===== config.mk =====
export PLATFORM = sky130hd
export DESIGN_NAME = tvbg_sequencer
export DESIGN_NICKNAME = d
export VERILOG_FILES = /design/src/rtl/tvbg_pkg.sv /design/src/rtl/tvbg_sequencer_gap_timer.sv /design/src/rtl/tvbg_sequencer.sv
export SDC_FILE = /design/constraint.sdc
export NUM_CORES = 1
export LEC_CHECK = 0
export BUFFER_PORTS_ARGS = -buffer_cell sky130_fd_sc_hd__clkbuf_2
export CORE_MARGIN = 2
export CORE_UTILIZATION = 42
export DETAILED_ROUTE_END_ITERATION = 8
export GPL_ROUTABILITY_DRIVEN = 0
export HOLD_SLACK_MARGIN = 0.15
export PLACE_DENSITY = 0.63
export SYNTH_ARGS = -nofsm -noshare
export SYNTH_HDL_FRONTEND = slang
export SYNTH_HIERARCHICAL = 1
export SYNTH_SLANG_ARGS = --single-unit

===== constraint.sdc =====
create_clock -name clock_in -period 3.5 [get_ports clock_in]
set_clock_uncertainty 0.2 [all_clocks]
set_input_delay 0.7 -clock clock_in [delete_from_list [all_inputs] [get_ports clock_in]]
set_output_delay 0.7 -clock clock_in [all_outputs]
set_load 0.05 [all_outputs]

===== src/rtl/tvbg_pkg.sv =====
// Shared types and constants for the TV-code playback sequencer.
// Watchdog support is built only when TVBG_SEQ_WATCHDOG_EN is defined.
package tvbg_pkg;

  typedef enum logic [2:0] {
    S_IDLE,
    S_START,
    S_WAIT_BUSY,
    S_RUN,
    S_RECOVER,
    S_GAP,
    S_DONE
  } e_seq_state;

  localparam int WAIT_BUSY_TIMEOUT = 4;
  localparam int RECOVER_CYCLES = 2;
  localparam logic [7:0] FAIL_COUNT_MAX = 8'hFF;

  function automatic logic [7:0] sat_inc8(input logic [7:0] value);
    return (value == FAIL_COUNT_MAX) ? value : value + 8'd1;
  endfunction

endpackage


===== src/rtl/tvbg_sequencer_gap_timer.sv =====
// Load/count/expire down-counter; expired is the terminal-count compare.
// Used for the per-state phase timing and for the optional run watchdog.
module tvbg_gap_timer #(
  parameter int WIDTH = 24
) (
  input  logic             clock_in,
  input  logic             reset_n_in,
  input  logic             load,
  input  logic [WIDTH-1:0] load_value,
  input  logic             count_en,
  output logic             expired
);

  logic [WIDTH-1:0] count_q;

  always_ff @(posedge clock_in) begin
    if (!reset_n_in) begin
      count_q <= '0;
    end else if (load) begin
      count_q <= load_value;
    end else if (count_en && (count_q != '0)) begin
      count_q <= count_q - WIDTH'(1);
    end
  end

  assign expired = (count_q == '0);

endmodule


===== src/rtl/tvbg_sequencer.sv =====
// Session scheduler for the TV-code controller: region offset, repeated sweeps, recovery.
// Optional stuck-run watchdog enabled by defining TVBG_SEQ_WATCHDOG_EN.
//
// state       | meaning
// S_IDLE      | waiting for a trigger rising edge
// S_START     | one-cycle start pulse to the controller
// S_WAIT_BUSY | waiting up to 4 cycles for controller busy
// S_RUN       | sweep in progress, LED on
// S_RECOVER   | controller held in reset for 2 cycles
// S_GAP       | silent gap before the next sweep
// S_DONE      | waiting for controller idle, then done strobe
module tvbg_sequencer
  import tvbg_pkg::*;
#(
  parameter int                      ADDRESS_BITS = 13,
  parameter logic [ADDRESS_BITS-1:0] REGION0_BASE = 13'h0000,
  parameter logic [ADDRESS_BITS-1:0] REGION1_BASE = 13'h1000,
  parameter int                      GAP_BITS     = 24,
  parameter logic [GAP_BITS-1:0]     GAP_CYCLES   = 24'd1_000_000,
  parameter int                      REPEAT_BITS  = 4
`ifdef TVBG_SEQ_WATCHDOG_EN
  , parameter int                    WDOG_BITS    = 28
`endif
) (
  input  logic                    clock_in,
  input  logic                    reset_n_in,
  input  logic                    trigger_in,
  input  logic                    abort_in,
  input  logic                    region_sel_in,
  input  logic [REPEAT_BITS-1:0]  repeat_count_in,
  output logic                    ctrl_reset_out,
  output logic                    ctrl_start_out,
  output logic                    ctrl_loop_forever_out,
  input  logic                    ctrl_busy_in,
  input  logic                    ctrl_fail_in,
  input  logic [ADDRESS_BITS-1:0] ctrl_address_in,
  output logic [ADDRESS_BITS-1:0] mem_address_out,
  output logic                    busy_out,
  output logic                    led_out,
  output logic                    done_strobe_out,
  output logic [7:0]              fail_count_out
);

  e_seq_state state_q, state_next;

  logic                    trigger_prev_q;
  logic                    trigger_rise;
  logic                    rst_hold_q;
  logic [ADDRESS_BITS-1:0] base_q;
  logic [REPEAT_BITS-1:0]  remaining_q;
  logic [7:0]              fail_count_q;

  logic                    abort_hit;
  logic                    fail_event;
  logic                    sweep_done;
  logic                    last_sweep;

  logic                    phase_load;
  logic [GAP_BITS-1:0]     phase_load_value;
  logic                    phase_expired;
  logic                    wdog_expired;

  assign trigger_rise = trigger_in & ~trigger_prev_q;
  assign abort_hit    = abort_in && (state_q != S_IDLE) && (state_q != S_DONE);
  assign last_sweep   = (remaining_q <= REPEAT_BITS'(1));

  // Every state that needs timing gets its own reload on entry.
  assign phase_load = (state_next != state_q);

  always_comb begin
    phase_load_value = '0;
    case (state_next)
      S_WAIT_BUSY: phase_load_value = GAP_BITS'(WAIT_BUSY_TIMEOUT - 1);
      S_RECOVER:   phase_load_value = GAP_BITS'(RECOVER_CYCLES - 1);
      S_GAP:       phase_load_value = GAP_CYCLES - GAP_BITS'(1);
      default:     phase_load_value = '0;
    endcase
  end

  tvbg_gap_timer #(
    .WIDTH (GAP_BITS)
  ) u_phase_timer (
    .clock_in   (clock_in),
    .reset_n_in (reset_n_in),
    .load       (phase_load),
    .load_value (phase_load_value),
    .count_en   (1'b1),
    .expired    (phase_expired)
  );

`ifdef TVBG_SEQ_WATCHDOG_EN
  logic wdog_load;
  logic wdog_run;

  // Down-count from all-ones so terminal count matches an up-counter hitting all-ones.
  assign wdog_load = (state_next == S_RUN) && (state_q != S_RUN);
  assign wdog_run  = (state_q == S_RUN);

  tvbg_gap_timer #(
    .WIDTH (WDOG_BITS)
  ) u_wdog_timer (
    .clock_in   (clock_in),
    .reset_n_in (reset_n_in),
    .load       (wdog_load),
    .load_value ({WDOG_BITS{1'b1}}),
    .count_en   (wdog_run),
    .expired    (wdog_expired)
  );
`else
  assign wdog_expired = 1'b0;
`endif

  always_ff @(posedge clock_in) begin
    if (!reset_n_in) begin
      state_q <= S_IDLE;
    end else begin
      state_q <= state_next;
    end
  end

  always_comb begin
    state_next = state_q;
    fail_event = 1'b0;
    sweep_done = 1'b0;
    case (state_q)
      S_IDLE: begin
        if (trigger_rise) state_next = S_START;
      end
      S_START: begin
        state_next = abort_in ? S_RECOVER : S_WAIT_BUSY;
      end
      S_WAIT_BUSY: begin
        if (abort_in) begin
          state_next = S_RECOVER;
        end else if (ctrl_busy_in) begin
          state_next = S_RUN;
        end else if (phase_expired) begin
          state_next = S_RECOVER;
          fail_event = 1'b1;
        end
      end
      S_RUN: begin
        if (abort_in) begin
          state_next = S_RECOVER;
        end else if (ctrl_fail_in || wdog_expired) begin
          state_next = S_RECOVER;
          fail_event = 1'b1;
        end else if (!ctrl_busy_in) begin
          sweep_done = 1'b1;
          state_next = last_sweep ? S_DONE : S_GAP;
        end
      end
      S_RECOVER: begin
        // An abort arriving here cuts the session short but does not extend the reset.
        if (phase_expired) begin
          sweep_done = 1'b1;
          state_next = (abort_in || last_sweep) ? S_DONE : S_GAP;
        end
      end
      S_GAP: begin
        if (abort_in) begin
          state_next = S_RECOVER;
        end else if (phase_expired) begin
          state_next = S_START;
        end
      end
      S_DONE: begin
        if (!ctrl_busy_in) state_next = S_IDLE;
      end
      default: state_next = S_IDLE;
    endcase
  end

  always_ff @(posedge clock_in) begin
    if (!reset_n_in) begin
      trigger_prev_q <= 1'b1;
      rst_hold_q     <= 1'b1;
      base_q         <= REGION0_BASE;
      remaining_q    <= '0;
      fail_count_q   <= '0;
    end else begin
      trigger_prev_q <= trigger_in;
      rst_hold_q     <= 1'b0;
      if ((state_q == S_IDLE) && trigger_rise) begin
        base_q      <= region_sel_in ? REGION1_BASE : REGION0_BASE;
        remaining_q <= (repeat_count_in == '0) ? REPEAT_BITS'(1) : repeat_count_in;
      end else if (abort_hit) begin
        remaining_q <= '0;
      end else if (sweep_done) begin
        remaining_q <= (remaining_q == '0) ? '0 : remaining_q - REPEAT_BITS'(1);
      end
      if (fail_event) begin
        fail_count_q <= sat_inc8(fail_count_q);
      end
    end
  end

  assign mem_address_out       = ctrl_address_in + base_q;
  assign ctrl_reset_out        = rst_hold_q | (state_q == S_RECOVER);
  assign ctrl_start_out        = (state_q == S_START);
  assign ctrl_loop_forever_out = 1'b0;
  assign busy_out              = (state_q != S_IDLE);
  assign led_out               = (state_q == S_RUN);
  assign done_strobe_out       = (state_q == S_DONE) && !ctrl_busy_in;
  assign fail_count_out        = fail_count_q;

endmodule

### After elaboration in Yosys (flattened, before gate mapping)

Index checks and enable logic that the tools add are counted.

| word-level totals | value |
|---|---|
| bits in registers | 54 |
| bits of input ports | 24 |
| output and inout port bits | 27 |
| word-level logic and storage cells | 78 |

| operators by class | value |
|---|---|
| add/subtract/negate cells | 4 |
| $lt $le $gt $ge | 1 |
| equality and inequality tests | 12 |
| mux-type cells | 35 |
| bitwise logic cells | 4 |
| reduce and logical (&&, ||, !) cells | 15 |

Operator list:

| kind | count |
|---|---|
| $pmux 20 s3 | 1 |
| $mux 24 | 2 |
| $mux 3 | 12 |
| $logic_not 24->1 | 1 |
| $reduce_bool 24->1 | 1 |
| $sub 24x1->24 const B | 1 |
| $pmux 3 s7 | 1 |
| $mux 4 | 5 |
| $eq 3x3->1 const B | 5 |
| $add 13x13->13 | 1 |
| $mux 13 | 1 |
| $eq 3x2->1 const B | 3 |
| $mux 1 | 9 |
| $add 8x1->8 const B | 1 |
| $eq 8x8->1 const B | 1 |
| $logic_not 4->1 | 2 |
| $reduce_bool 3->1 | 2 |
| $le 4x1->1 const B | 1 |
| $logic_and 1x1->1 | 4 |
| $mux 2 | 2 |
| $pmux 1 s2 | 2 |
| $sub 4x1->4 const B | 1 |
| $eq 3x1->1 const B | 1 |
| $logic_not 3->1 | 1 |
| other kinds (9) | 10 |

### Depth between registers and ports, before layout

| logic depth | value |
|---|---|
| depth after elaboration | 9 |
| mapped depth | 14 |
| gate-level depth less buffers | 14 |

### Cells and area by module

The synthesis kept the hierarchy.

Modules (own cells, without submodules):

| module | instances | cells an instance | area each (µm²) | sequential area each (µm²) |
|---|---|---|---|---|
| tvbg_gap_timer | 1 | 174 | 1465.2 | 480.5 |
| tvbg_sequencer | 1 | 158 | 1283.7 | 360.3 |

### Worst setup path before layout

OpenSTA, ideal clock, no wires.

| timing | value |
|---|---|
| kind | register to register |
| from | reg u_phase_timer.count_q[2] |
| to | reg u_phase_timer.count_q[10] |
| setup time | 0.133 ns |
| data arrival time | 3.322 ns |
| data required time | 3.167 ns |
| slack | -0.154 ns |
| cell stages (with the launch flop) | 13 |
| buffers on the path | 1 |
| period minus slack after synthesis | 3.654 ns |
| path through | dfxtp_1 or4_4 or2_1 nor3_2 nand4bb_1 nor3_1 nor2_1 a32o_1 o2111ai_1 clkinv_1 clkbuf_1 o21ai_0 a21oi_1 |

| between the ends | value |
|---|---|
| longest elaborated chain between the ends | 7 |
| elaborated cells on any way between the ends | 14 |
| those cells by class | 1 x add/sub; 1 x eq/ne; 9 x mux; 3 x reduce/logical |

Ends and longest elaborated chain:

| item | RTL line | RTL |
|---|---|---|
| start, declared | tvbg_sequencer_gap_timer.sv:14 | `logic [WIDTH-1:0] count_q;` |
| start signal, assigned | tvbg_sequencer_gap_timer.sv:20 | `count_q <= load_value;` |
| start signal, assigned | tvbg_sequencer_gap_timer.sv:22 | `count_q <= count_q - WIDTH'(1);` |
| $logic_not 24->1 * | tvbg_sequencer_gap_timer.sv:26 | `assign expired = (count_q == '0);` |
| via phase_expired | tvbg_sequencer.sv:60 | `logic phase_expired;` |
| $mux 3 | tvbg_sequencer.sv:137 | `end else if (phase_expired) begin` |
| $mux 3 | tvbg_sequencer.sv:135 | `end else if (ctrl_busy_in) begin` |
| $mux 3 | tvbg_sequencer.sv:133 | `if (abort_in) begin` |
| $pmux 3 s7 * | tvbg_sequencer.sv:125 | `case (state_q)` |
| $ne 3x3->1 * | tvbg_sequencer.sv:68 | `assign phase_load = (state_next != state_q);` |
| via phase_load | tvbg_sequencer.sv:58 | `logic phase_load;` |
| $mux 24 or $reduce_bool 2->1 (tied branches) | n/a |  |

The timed path passes the listed nets; every way through them passes the cells marked *. The select of a mux whose other input is x is not followed.
A chain may end at the register's enable or synchronous reset.

### Worst setup path after layout

| timing | value |
|---|---|
| from | reg u_phase_timer.count_q[2] |
| to | reg u_phase_timer.count_q[13] |

The elaborated chain is that of the path after synthesis.

==> out/qor.csv <==
metric;value;unit
outcome;completed;
P per Cell Area;476;nW/um^2
CP Max Fanout;45;
Syn Inst Count;332;
EDFF count, synth;0;
Cell variety after synth;70;
YS warnings;6;
gr ovfl total;0;
NumNets Final;386;
Synth top area share;30.6;%
part of the cycle the worst path needs;93.1;%
Iter 0 DRT Violations;121;
largest area contributor in the netlist;dfxtp_1;
Routed WL;6010;um
Synth area leaders;dfxtp_1 31%, xnor2_1 5.4%, o21ai_0 4.7%;
f_max;307;MHz
via count;2404;
die area;7210;um^2
initial antenna violation count;0;
asr flop ratio synth;0;%
register area share after synthesis;30.6;%
routed length per instance;13.7;um
ys flop type;dfxtp_1;
Max H-tree Level;2;
DP HPWL;4120;um
Final ANT Viol Nets;0;
io pins;51;
Port Buffers;25;
Area Overhead vs Synth;11.8;%
VDD IR max;0.223;mV
CTS tree;yes;
Hold Path Class;reg -> reg;
pins over their slew limit;0;
Root Buffer;clkbuf_8;
Slew HR;50.9;%
pre-CTS WS;-0.0109;ns
core area;6350;um^2
WS Path Type;reg -> reg;
Worst setup EP type;register;
clock latency on the worst-skew pair;0.29;ns
final setup fails;0;
# clock sinks;42;
largest net degree at the start of global routing;46;
Max Root-Sink Buffers;2;
via density per instance;5.50;
final worst slack;0.242;ns
ant diodes;0;
Die Wd;84.9;um
CP Data Required Time;3.47;ns
Critical Path AT;3.23;ns
layout cell share with drive strength beyond 1;20.3;%
total CTS buffers;5;
unrepaired setup endpoints after global routing;no;
Die Span Y;84.9;um
# rows;29;
# hold bufs at CTS;0;
first-pass GRT wire length;10800;um
drt first pass iters;4;
Seq cells post-synth;42;
Mapped Area;2750;um^2
vias in the first global route;2312;
# DRC;0;
fin util;48.4;%
max-capacitance violation count;0;
endpoints failing hold;0;
Total GRT Usage;18.0;%
static leakage;1.14;nW
min Tclk post-route;3.26;ns
Initial Utilization;43.3;%
CP Launch Type;register;
Avg Cell Area, Syn;8.28;um^2
clk slew on worst S/H paths;0.08;ns
Worst Tran Pin Value;0.736;ns
[final cells by class]
class	instances	area, um^2
Clock buffer	6	72.6
Tap cell	77	96.3
Clock inverter	2	37.5
Fill cell	628	3280
Timing Repair Buffer	32	190
Multi-Input combinational cell	268	1800
Inverter	10	38.8
Sequential cell	42	841
[Yosys cell counts, types with 3 or more instances]
cell,count
or2_2,4
nand3_1,10
nor2_1,30
o21ai_0,26
a2111oi_2,4
nand2b_1,4
and2_1,3
ha_1,3
a31oi_1,7
o31ai_1,4
a21oi_1,21
buf_6,3
o21ai_1,4
nand2_1,15
inv_1,7
a211oi_1,8
and3_1,4
or3_1,5
buf_4,13
clkbuf_1,7
dfxtp_1,42
nand4_1,5
nor4_1,6
xor2_1,8
nor3_1,6
xnor2_1,17
a211oi_2,3
or4_1,7
[cells in the final DEF, fill, tap and decap left out, types with 3 or more instances in the layout]
cell	count
a2111oi_2	4
a211oi_1	8
a211oi_2	3
a21oi_1	21
a31oi_1	7
and2_1	3
and3_1	4
buf_4	6
clkbuf_2	25
clkbuf_8	5
conb_1	17
dfxtp_1	42
ha_1	3
inv_1	7
nand2_1	15
nand2b_1	4
nand3_1	10
nand4_1	5
nor2_1	30
nor3_1	5
nor4_1	5
o21ai_0	23
o21ai_1	6
o31ai_1	4
or2_2	4
or3_1	5
or4_1	7
xnor2_1	17
xor2_1	8
[through the flow]
step           cells  power, W  setup TNS (ns)  hold WS (ns)  area (um^2)
6_report         437   0.00146               0         0.319         3070
2_1_floorplan    347   0.00101               0         0.269         2820
5_1_grt          437   0.00156               0         0.340         3070
3_3_place_gp     428   0.00107               0         0.299         2910
4_1_cts          436   0.00146               0         0.316         3030
3_5_place_dp     428   0.00107         -0.0575         0.302         2910
[logic make-up after synthesis]
logic type                 Yosys count  share of synthesized area (%)
and+or+nand+nor                    122                           25.9
AOI/OAI and AO/OA                   99                           25.4
DFF                                 42                           30.6
buffers and inverters               37                           7.74
xor gates and xnor gates            25                           7.97
adders and majority gates            3                           1.37
other                                2                          0.273
muxes                                2                          0.728
[state kept, by name (all words and copies together) (netlist names)]
register / flops
remaining_q: 4
u_phase_timer/count_q: 24
trigger_prev_q: 1
base_q: 1
state_q: 3
fail_count_out: 8
rst_hold_q: 1
[critical path, cell delays in order (launching register included)]
cell	delay [ns]
dfxtp_1	0.36
or4_4	0.58
or2_4	0.30
nor3_4	0.29
nand4bb_4	0.20
nor3_4	0.18
nor2_1	0.07
a32o_1	0.26
o2111ai_1	0.15
clkinv_2	0.12
buf_12	0.19
o21ai_0	0.18
a311oi_1	0.07
[power by group]
group          internal (W)  switching (W)
Sequential         0.000531      0.0000613
Clock              0.000213       0.000166
Combinational      0.000199       0.000292
[path summary, 6_finish.rpt]
kind | from | slack [ns] | cells past startpoint | to
max | u_phase_timer/count_q[2]$_SDFFE_PN0P_ | 0.24 | 12 | u_phase_timer/count_q[13]$_SDFFE_PN0P_
min | u_phase_timer/count_q[5]$_SDFFE_PN0P_ | 0.32 | 2 | u_phase_timer/count_q[5]$_SDFFE_PN0P_
max reg2reg | u_phase_timer/count_q[2]$_SDFFE_PN0P_ | 0.24 | 12 | u_phase_timer/count_q[13]$_SDFFE_PN0P_
min reg2reg | u_phase_timer/count_q[5]$_SDFFE_PN0P_ | 0.32 | 2 | u_phase_timer/count_q[5]$_SDFFE_PN0P_
[timing repair]
| action | in CTS | in global routing |
|---|---|---|
| pin swaps | 0 | 2 |
| resized for setup | 1 | 10 |
| endpoints found under the setup margin | 16 | 23 |
| hold endpoints to repair | 0 | 0 |
| setup buffers | 0 | 1 |
[per-layer routing]
layer,routed length [um],GRT usage [%]
met2,2770,28.8
met1,2930,24.6
met4,55,5.19
met5,0,0
met3,250,3.70
Note: power is estimated with default switching activity, not from simulation.
